$ cat src/rtl/seq_pattern_tx.sv
// seq_pattern_tx: serial pattern transmitter, MSB-first, DIV clocks per bit, repeated R times.
module seq_pattern_tx #(
  parameter int   WIDTH    = 4,
  parameter int   DIV      = 1,
  parameter logic IDLE_BIT = 1'b0
) (
  input  logic             clk,
  input  logic             rst,
  input  logic             load_valid,
  output logic             load_ready,
  input  logic [WIDTH-1:0] load_pattern,
  input  logic [7:0]       load_repeat,
  output logic             seq_out,
  output logic             seq_valid,
  output logic             busy,
  output logic             done
);
  localparam int BW = WIDTH > 1 ? $clog2(WIDTH) : 1;
  localparam int DW = DIV > 1 ? $clog2(DIV) : 1;

  typedef enum logic [1:0] {S_IDLE, S_SHIFT, S_DONE} state_t;

  state_t           state;
  logic [WIDTH-1:0] hold;
  logic [WIDTH-1:0] shift;
  logic [WIDTH-1:0] nxt;
  logic [BW-1:0]    bit_cnt;
  logic [DW-1:0]    div_cnt;
  logic [7:0]       rep_cnt;
  logic             bit_end;
  logic             last_bit;

  assign nxt        = shift << 1;
  assign bit_end    = div_cnt == DW'(DIV - 1);
  assign last_bit   = bit_cnt == BW'(WIDTH - 1);
  assign load_ready = state == S_IDLE;

  // seq_out mirrors shift[WIDTH-1], so every shift/reload also preloads seq_out
  always_ff @(posedge clk) begin
    if (!rst) begin
      state     <= S_IDLE;
      seq_out   <= IDLE_BIT;
      seq_valid <= 1'b0;
      busy      <= 1'b0;
      done      <= 1'b0;
      bit_cnt   <= '0;
      div_cnt   <= '0;
      rep_cnt   <= '0;
      shift     <= '0;
      hold      <= '0;
    end else begin
      case (state)
        S_IDLE: begin
          done <= 1'b0;
          if (load_valid) begin
            hold      <= load_pattern;
            shift     <= load_pattern;
            seq_out   <= load_pattern[WIDTH-1];
            seq_valid <= 1'b1;
            busy      <= 1'b1;
            bit_cnt   <= '0;
            div_cnt   <= '0;
            rep_cnt   <= load_repeat == 8'd0 ? 8'd1 : load_repeat;
            state     <= S_SHIFT;
          end
        end
        S_SHIFT: begin
          if (!bit_end) begin
            div_cnt <= div_cnt + 1'b1;
          end else begin
            div_cnt <= '0;
            if (!last_bit) begin
              shift   <= nxt;
              seq_out <= nxt[WIDTH-1];
              bit_cnt <= bit_cnt + 1'b1;
            end else if (rep_cnt > 8'd1) begin
              shift   <= hold;
              seq_out <= hold[WIDTH-1];
              bit_cnt <= '0;
              rep_cnt <= rep_cnt - 8'd1;
            end else begin
              state     <= S_DONE;
              seq_out   <= IDLE_BIT;
              seq_valid <= 1'b0;
              busy      <= 1'b0;
              done      <= 1'b1;
            end
          end
        end
        S_DONE: begin
          done  <= 1'b0;
          state <= S_IDLE;
        end
        default: state <= S_IDLE;
      endcase
    end
  end
endmodule

$ cat config.mk
export PLATFORM = sky130hd
export DESIGN_NAME = seq_pattern_tx
export DESIGN_NICKNAME = d
export VERILOG_FILES = /design/src/rtl/seq_pattern_tx.sv
export SDC_FILE = /design/constraint.sdc
export NUM_CORES = 1
export LEC_CHECK = 0
export CAP_MARGIN = 20
export CORE_ASPECT_RATIO = 1.5
export CORE_UTILIZATION = 52
export DETAILED_ROUTE_END_ITERATION = 10
export PLACE_DENSITY = 0.77
export SETUP_SLACK_MARGIN = 0.15
export SKIP_CTS_REPAIR_TIMING = 1
export SLEW_MARGIN = 20
export SYNTH_ARGS = -nofsm -noshare
export SYNTH_HDL_FRONTEND = slang
export SYNTH_SLANG_ARGS = --single-unit
$ cat constraint.sdc
create_clock -name clk -period 2.2 [get_ports clk]
set_clock_uncertainty 0.1 [all_clocks]
set_input_delay 0.66 -clock clk [delete_from_list [all_inputs] [get_ports clk]]
set_output_delay 0.66 -clock clk [all_outputs]
set_load 0.05 [all_outputs]
* Word-level counts from Yosys, hierarchy flattened
Cells that the tools add are included.
Storage, ports and cells: register bits 23
Operators by class: add/sub/neg operators 3, magnitude comparators 1, equality and inequality tests 9, mux-type cells 38, reductions and logical operators 13
Operator list (count):
- $mux W8 | 5
- $mux W2 | 8
- $pmux W8 S2 | 1
- $mux W1 | 13
- $mux W3 | 4
- $reduce_and A4 Y1 | 3
- $ne A2 B2 Y1 const B | 5
- $reduce_and A5 Y1 | 2
- $gt A8 B1 Y1 const B | 1
- $logic_not A8 Y1 | 1
- $pmux W1 S2 | 4
- $pmux W2 S2 | 2
- $sub A8 B1 Y8 const B | 1
- $pmux W3 S2 | 1
- $eq A2 B2 Y1 const B | 2
- $reduce_and A2 Y1 | 2
- $reduce_bool A2 Y1 | 2
- $ne A3 B3 Y1 const B | 1
- $reduce_and A3 Y1 | 1
- $add A2 B1 Y2 const B | 1
- $eq A2 B1 Y1 const B | 1
- $logic_not A2 Y1 | 1
- $reduce_or A2 Y1 | 1
- $add A1 B1 Y1 const B | 1

* Longest topological paths before layout
depth in word-level cells 5, mapped depth 7, gate-level depth less buffers 6

* Worst setup path after synthesis
No wires, ideal clock.
kind register to register, from register state[0], to register rep_cnt[2], library setup time 0.092 ns, arrival 1.906 ns, slack 0.102 ns, stages on the path, launching flop included 6, buffers on the path 1, clock period less this slack 2.098 ns, cell sequence dfxtp_1 nor2_1 nand2_1 and2_1 buf_4 o32ai_1
Between the ends: cells in the longest elaborated chain, start to end 3, elaborated cells between the ends (all ways) 9
RTL lines:
- start: declaration | line 23 | state_t state;
- start signal: assignment | line 41 | state <= S_IDLE;
- start signal: assignment | line 64 | state <= S_SHIFT;
- start signal: assignment | line 82 | state <= S_DONE;
- $logic_not A2 Y1 (*)
- named net load_ready | line 10 | output logic load_ready,
- $ne A2 B2 Y1 (no line) / $reduce_bool A2 Y1 (equally long branches)
- $reduce_and A5 Y1 (no line)
- end signal: assignment | line 63 | rep_cnt <= load_repeat == 8'd0 ? 8'd1 : load_repeat;
- end signal: assignment | line 80 | rep_cnt <= rep_cnt - 8'd1;
- end: declaration | line 29 | logic [7:0] rep_cnt;
The timed path passes the listed nets; every way through them passes the cells marked *. A chain may end at the register's enable or synchronous reset.

* Worst setup path after layout
from register rep_cnt[4], to register rep_cnt[0]
Between the ends: cells in the longest elaborated chain, start to end 3
RTL lines:
- $gt A8 B1 Y1 | line 76 | end else if (rep_cnt > 8'd1) begin
- $ne A2 B2 Y1 (no line)
- $reduce_and A5 Y1 (no line)
No other way between the ends.

==> impl_metrics.env <==
export IMPL_min_path_type="flip-flop to flip-flop"
export IMPL_start_util=0.551
export IMPL_drc=0
export IMPL_clk_path_buf_depth=2
export IMPL_ios=20
export IMPL_first_global_vias=1147
export IMPL_required_ps=2270
export IMPL_dpl_instance_area_mm2=0.00148
export IMPL_fin_cells=200
export IMPL_fin_crit_ps=1960
export IMPL_vias=1256
export IMPL_yosys_top_cells_count="a21oi_1, dfxtp_1, nand2_1, nor2_1"
export IMPL_cts_tree="yes"
export IMPL_power_density_mw_per_mm2=589
export IMPL_synth_cell_types=43
export IMPL_first_iter_violations=44
export IMPL_drtPass1Iterations=4
export IMPL_status="finished, final reports clean"
export IMPL_numCtsBuffers=3
export IMPL_grt_first_pass_wirelength_um=5000
export IMPL_min_to="hold[0]"
export IMPL_final_max_slew_viol_count=0
export IMPL_rsz0062_at_grt="no"
export IMPL_rr_endpoint="rep_cnt[0]"
export IMPL_clock_sinks=22
export IMPL_synth_area_leader_cell="dfxtp_1"
export IMPL_dp_final_hpwl_um=2370
export IMPL_worst_slack_ps=238
export IMPL_total_power_mw=0.885
export IMPL_dieWidth_um=42.0
export IMPL_drive_gt1_frac=0.181
export IMPL_synthCells=154
export IMPL_r2r_slack_ps=240
export IMPL_rows=21
export IMPL_whs_path_depth=2
export IMPL_critPathKind="flip-flop to flip-flop"
export IMPL_fmax_mhz=510
export IMPL_cp_end_kind="flip-flop"
export IMPL_cp_data_arrival_time_ps=2030
export IMPL_max_slew_margin_rel=0.611
export IMPL_post_place_ws_ps=44.2
export IMPL_syn_avg_cell_area_um2=8.09
export IMPL_ys_top_cells_by_area="dfxtp_1, a21oi_1, nand2_1"
export IMPL_r2r_cells=5
export IMPL_area_growth_pct=20.6
export IMPL_dp_cells=197
export IMPL_tightest_slew_ps=582
export IMPL_hold_violations=0
export IMPL_synth_ff_type="dfxtp_1"
export IMPL_grtUsageTotal=0.254
export IMPL_syn_nets=172
export IMPL_grt_max_degree=20
export IMPL_synth_top_area_share=0.353
export IMPL_tns_ps=0
export IMPL_leakagePower_nw=0.585
export IMPL_portBuffers=19
export IMPL_yosysMostFrequentCell="a21oi_1"
export IMPL_overflow=0
export IMPL_via_per_inst=6.28
export IMPL_hold_path_startpoint="hold[0]"
export IMPL_clock_latency_ps=300
export IMPL_synth_edf_count=0
export IMPL_final_cell_area_mm2=0.00150
export IMPL_yosysSeqAreaShare=0.353
export IMPL_routedWlPerCell_um=15.3
export IMPL_peakVddDrop_mv=0.378
export IMPL_hold_worst_slack_ps=359
export IMPL_setup_viol=0
export IMPL_dieArea_mm2=0.00260
export IMPL_ys_warn_count=0
export IMPL_ys_seq_elements=22
export IMPL_worst_path_max_fanout=10
export IMPL_r2r_start="rep_cnt[4]"
export IMPL_ant_nets=0
export IMPL_layout_nets=197
export IMPL_diodes=0
export IMPL_post_route_util=0.665
export IMPL_drt_wl_total_um=3050
export IMPL_synth_async_reset_ratio=0
export IMPL_post_route_period_util=0.892
export IMPL_grt_antenna_before_repair=0
export IMPL_die_height_um=62.0
export IMPL_cts_root_buffer="clkbuf_4"
export IMPL_gp_congestion=0.868
export IMPL_syn_cell_area_mm2=0.00125
export IMPL_start_kind="flip-flop"
export IMPL_clk_pin_slew_ps=120
export IMPL_coreArea_mm2=0.00226
export IMPL_h_tree_depth=1
export IMPL_cap_violations=0
## logic make-up after synthesis
family	Yosys count	share of synthesized area
simple gates	58	0.248
compound gates	49	0.253
flops	22	0.353
buf+inv	17	0.0733
mux	5	0.0422
fa+ha+maj	3	0.0301
## layout make-up
| class | instances | area (um^2) |
|---|---|---|
| flip-flops and latches | 22 | 440 |
| fillers | 215 | 757 |
| inverters | 5 | 18.8 |
| clock buffers | 3 | 22.5 |
| repair buffers | 32 | 275 |
| well taps | 23 | 28.8 |
| multi-input cells | 115 | 717 |
## state kept, by name, summed over array words and instances (netlist names)
| signal | flops |
|---|---|
| shift | 3 |
| busy | 1 |
| state | 2 |
| rep_cnt | 8 |
| bit_cnt | 2 |
| seq_out | 1 |
| done | 1 |
| hold | 4 |
## how the worst max path moves through the flow
| stage | slack [ps] | endpoint | from | depth (start not counted) |
|---|---|---|---|---|
| 6_report | 240 | rep_cnt[0] | rep_cnt[4] | 5 |
| 5_1_grt | 160 | rep_cnt[0] | rep_cnt[4] | 5 |
| 4_1_cts | 250 | rep_cnt[0] | rep_cnt[4] | 5 |
| 3_5_place_dp | 40 | rep_cnt[3] | load_valid | 4 |
| 3_3_place_gp | 110 | shift[1] | load_valid | 4 |
| 2_1_floorplan | 400 | rep_cnt[2] | state[0] | 5 |
## per-layer routing
metal | vias up | routed length [um] | part of all wire | GRT usage
li1 | 609 | - | - | -
met1 | 590 | 1110 | 0.36 | 0.253
met2 | 43 | 1700 | 0.56 | 0.516
met3 | 14 | 121 | 0.040 | 0.0289
met4 | 0 | 120 | 0.039 | 0.138
met5 | - | 0 | 0 | 0
## cell usage in the layout (no fill, tap or decap), drive strengths merged, types with 2 or more instances in the layout
cell | synthesis | final
a21oi | 24 | 24
a221o | 2 | 2
a31oi | 3 | 3
and2 | 2 | 2
and4 | 2 | 2
buf | 7 | 18
clkbuf | 5 | 3
clkdlybuf4s50 | 0 | 14
dfxtp | 22 | 22
ha | 3 | 3
inv | 5 | 5
mux2 | 2 | 2
mux2i | 3 | 3
nand2 | 20 | 20
nand3 | 5 | 5
nor2 | 8 | 8
nor2b | 2 | 2
nor3 | 5 | 5
nor4 | 4 | 4
o21ai | 6 | 6
o21bai | 2 | 2
o32ai | 5 | 5
or2 | 2 | 2
or3 | 3 | 3
## where the power goes
group,switching (mW),total [mW],internal (mW)
Sequential,0.0231,0.447,0.424
Clock,0.115,0.179,0.0638
Combinational,0.138,0.258,0.120
## critical path, stage by stage (launching register included)
cell      delay (ps)
dfxtp_1          370
or4_4            580
o311ai_2         330
buf_4            240
a221o_1          150
a21oi_1           60
No activity file was read; power rests on OpenSTA's default activity.
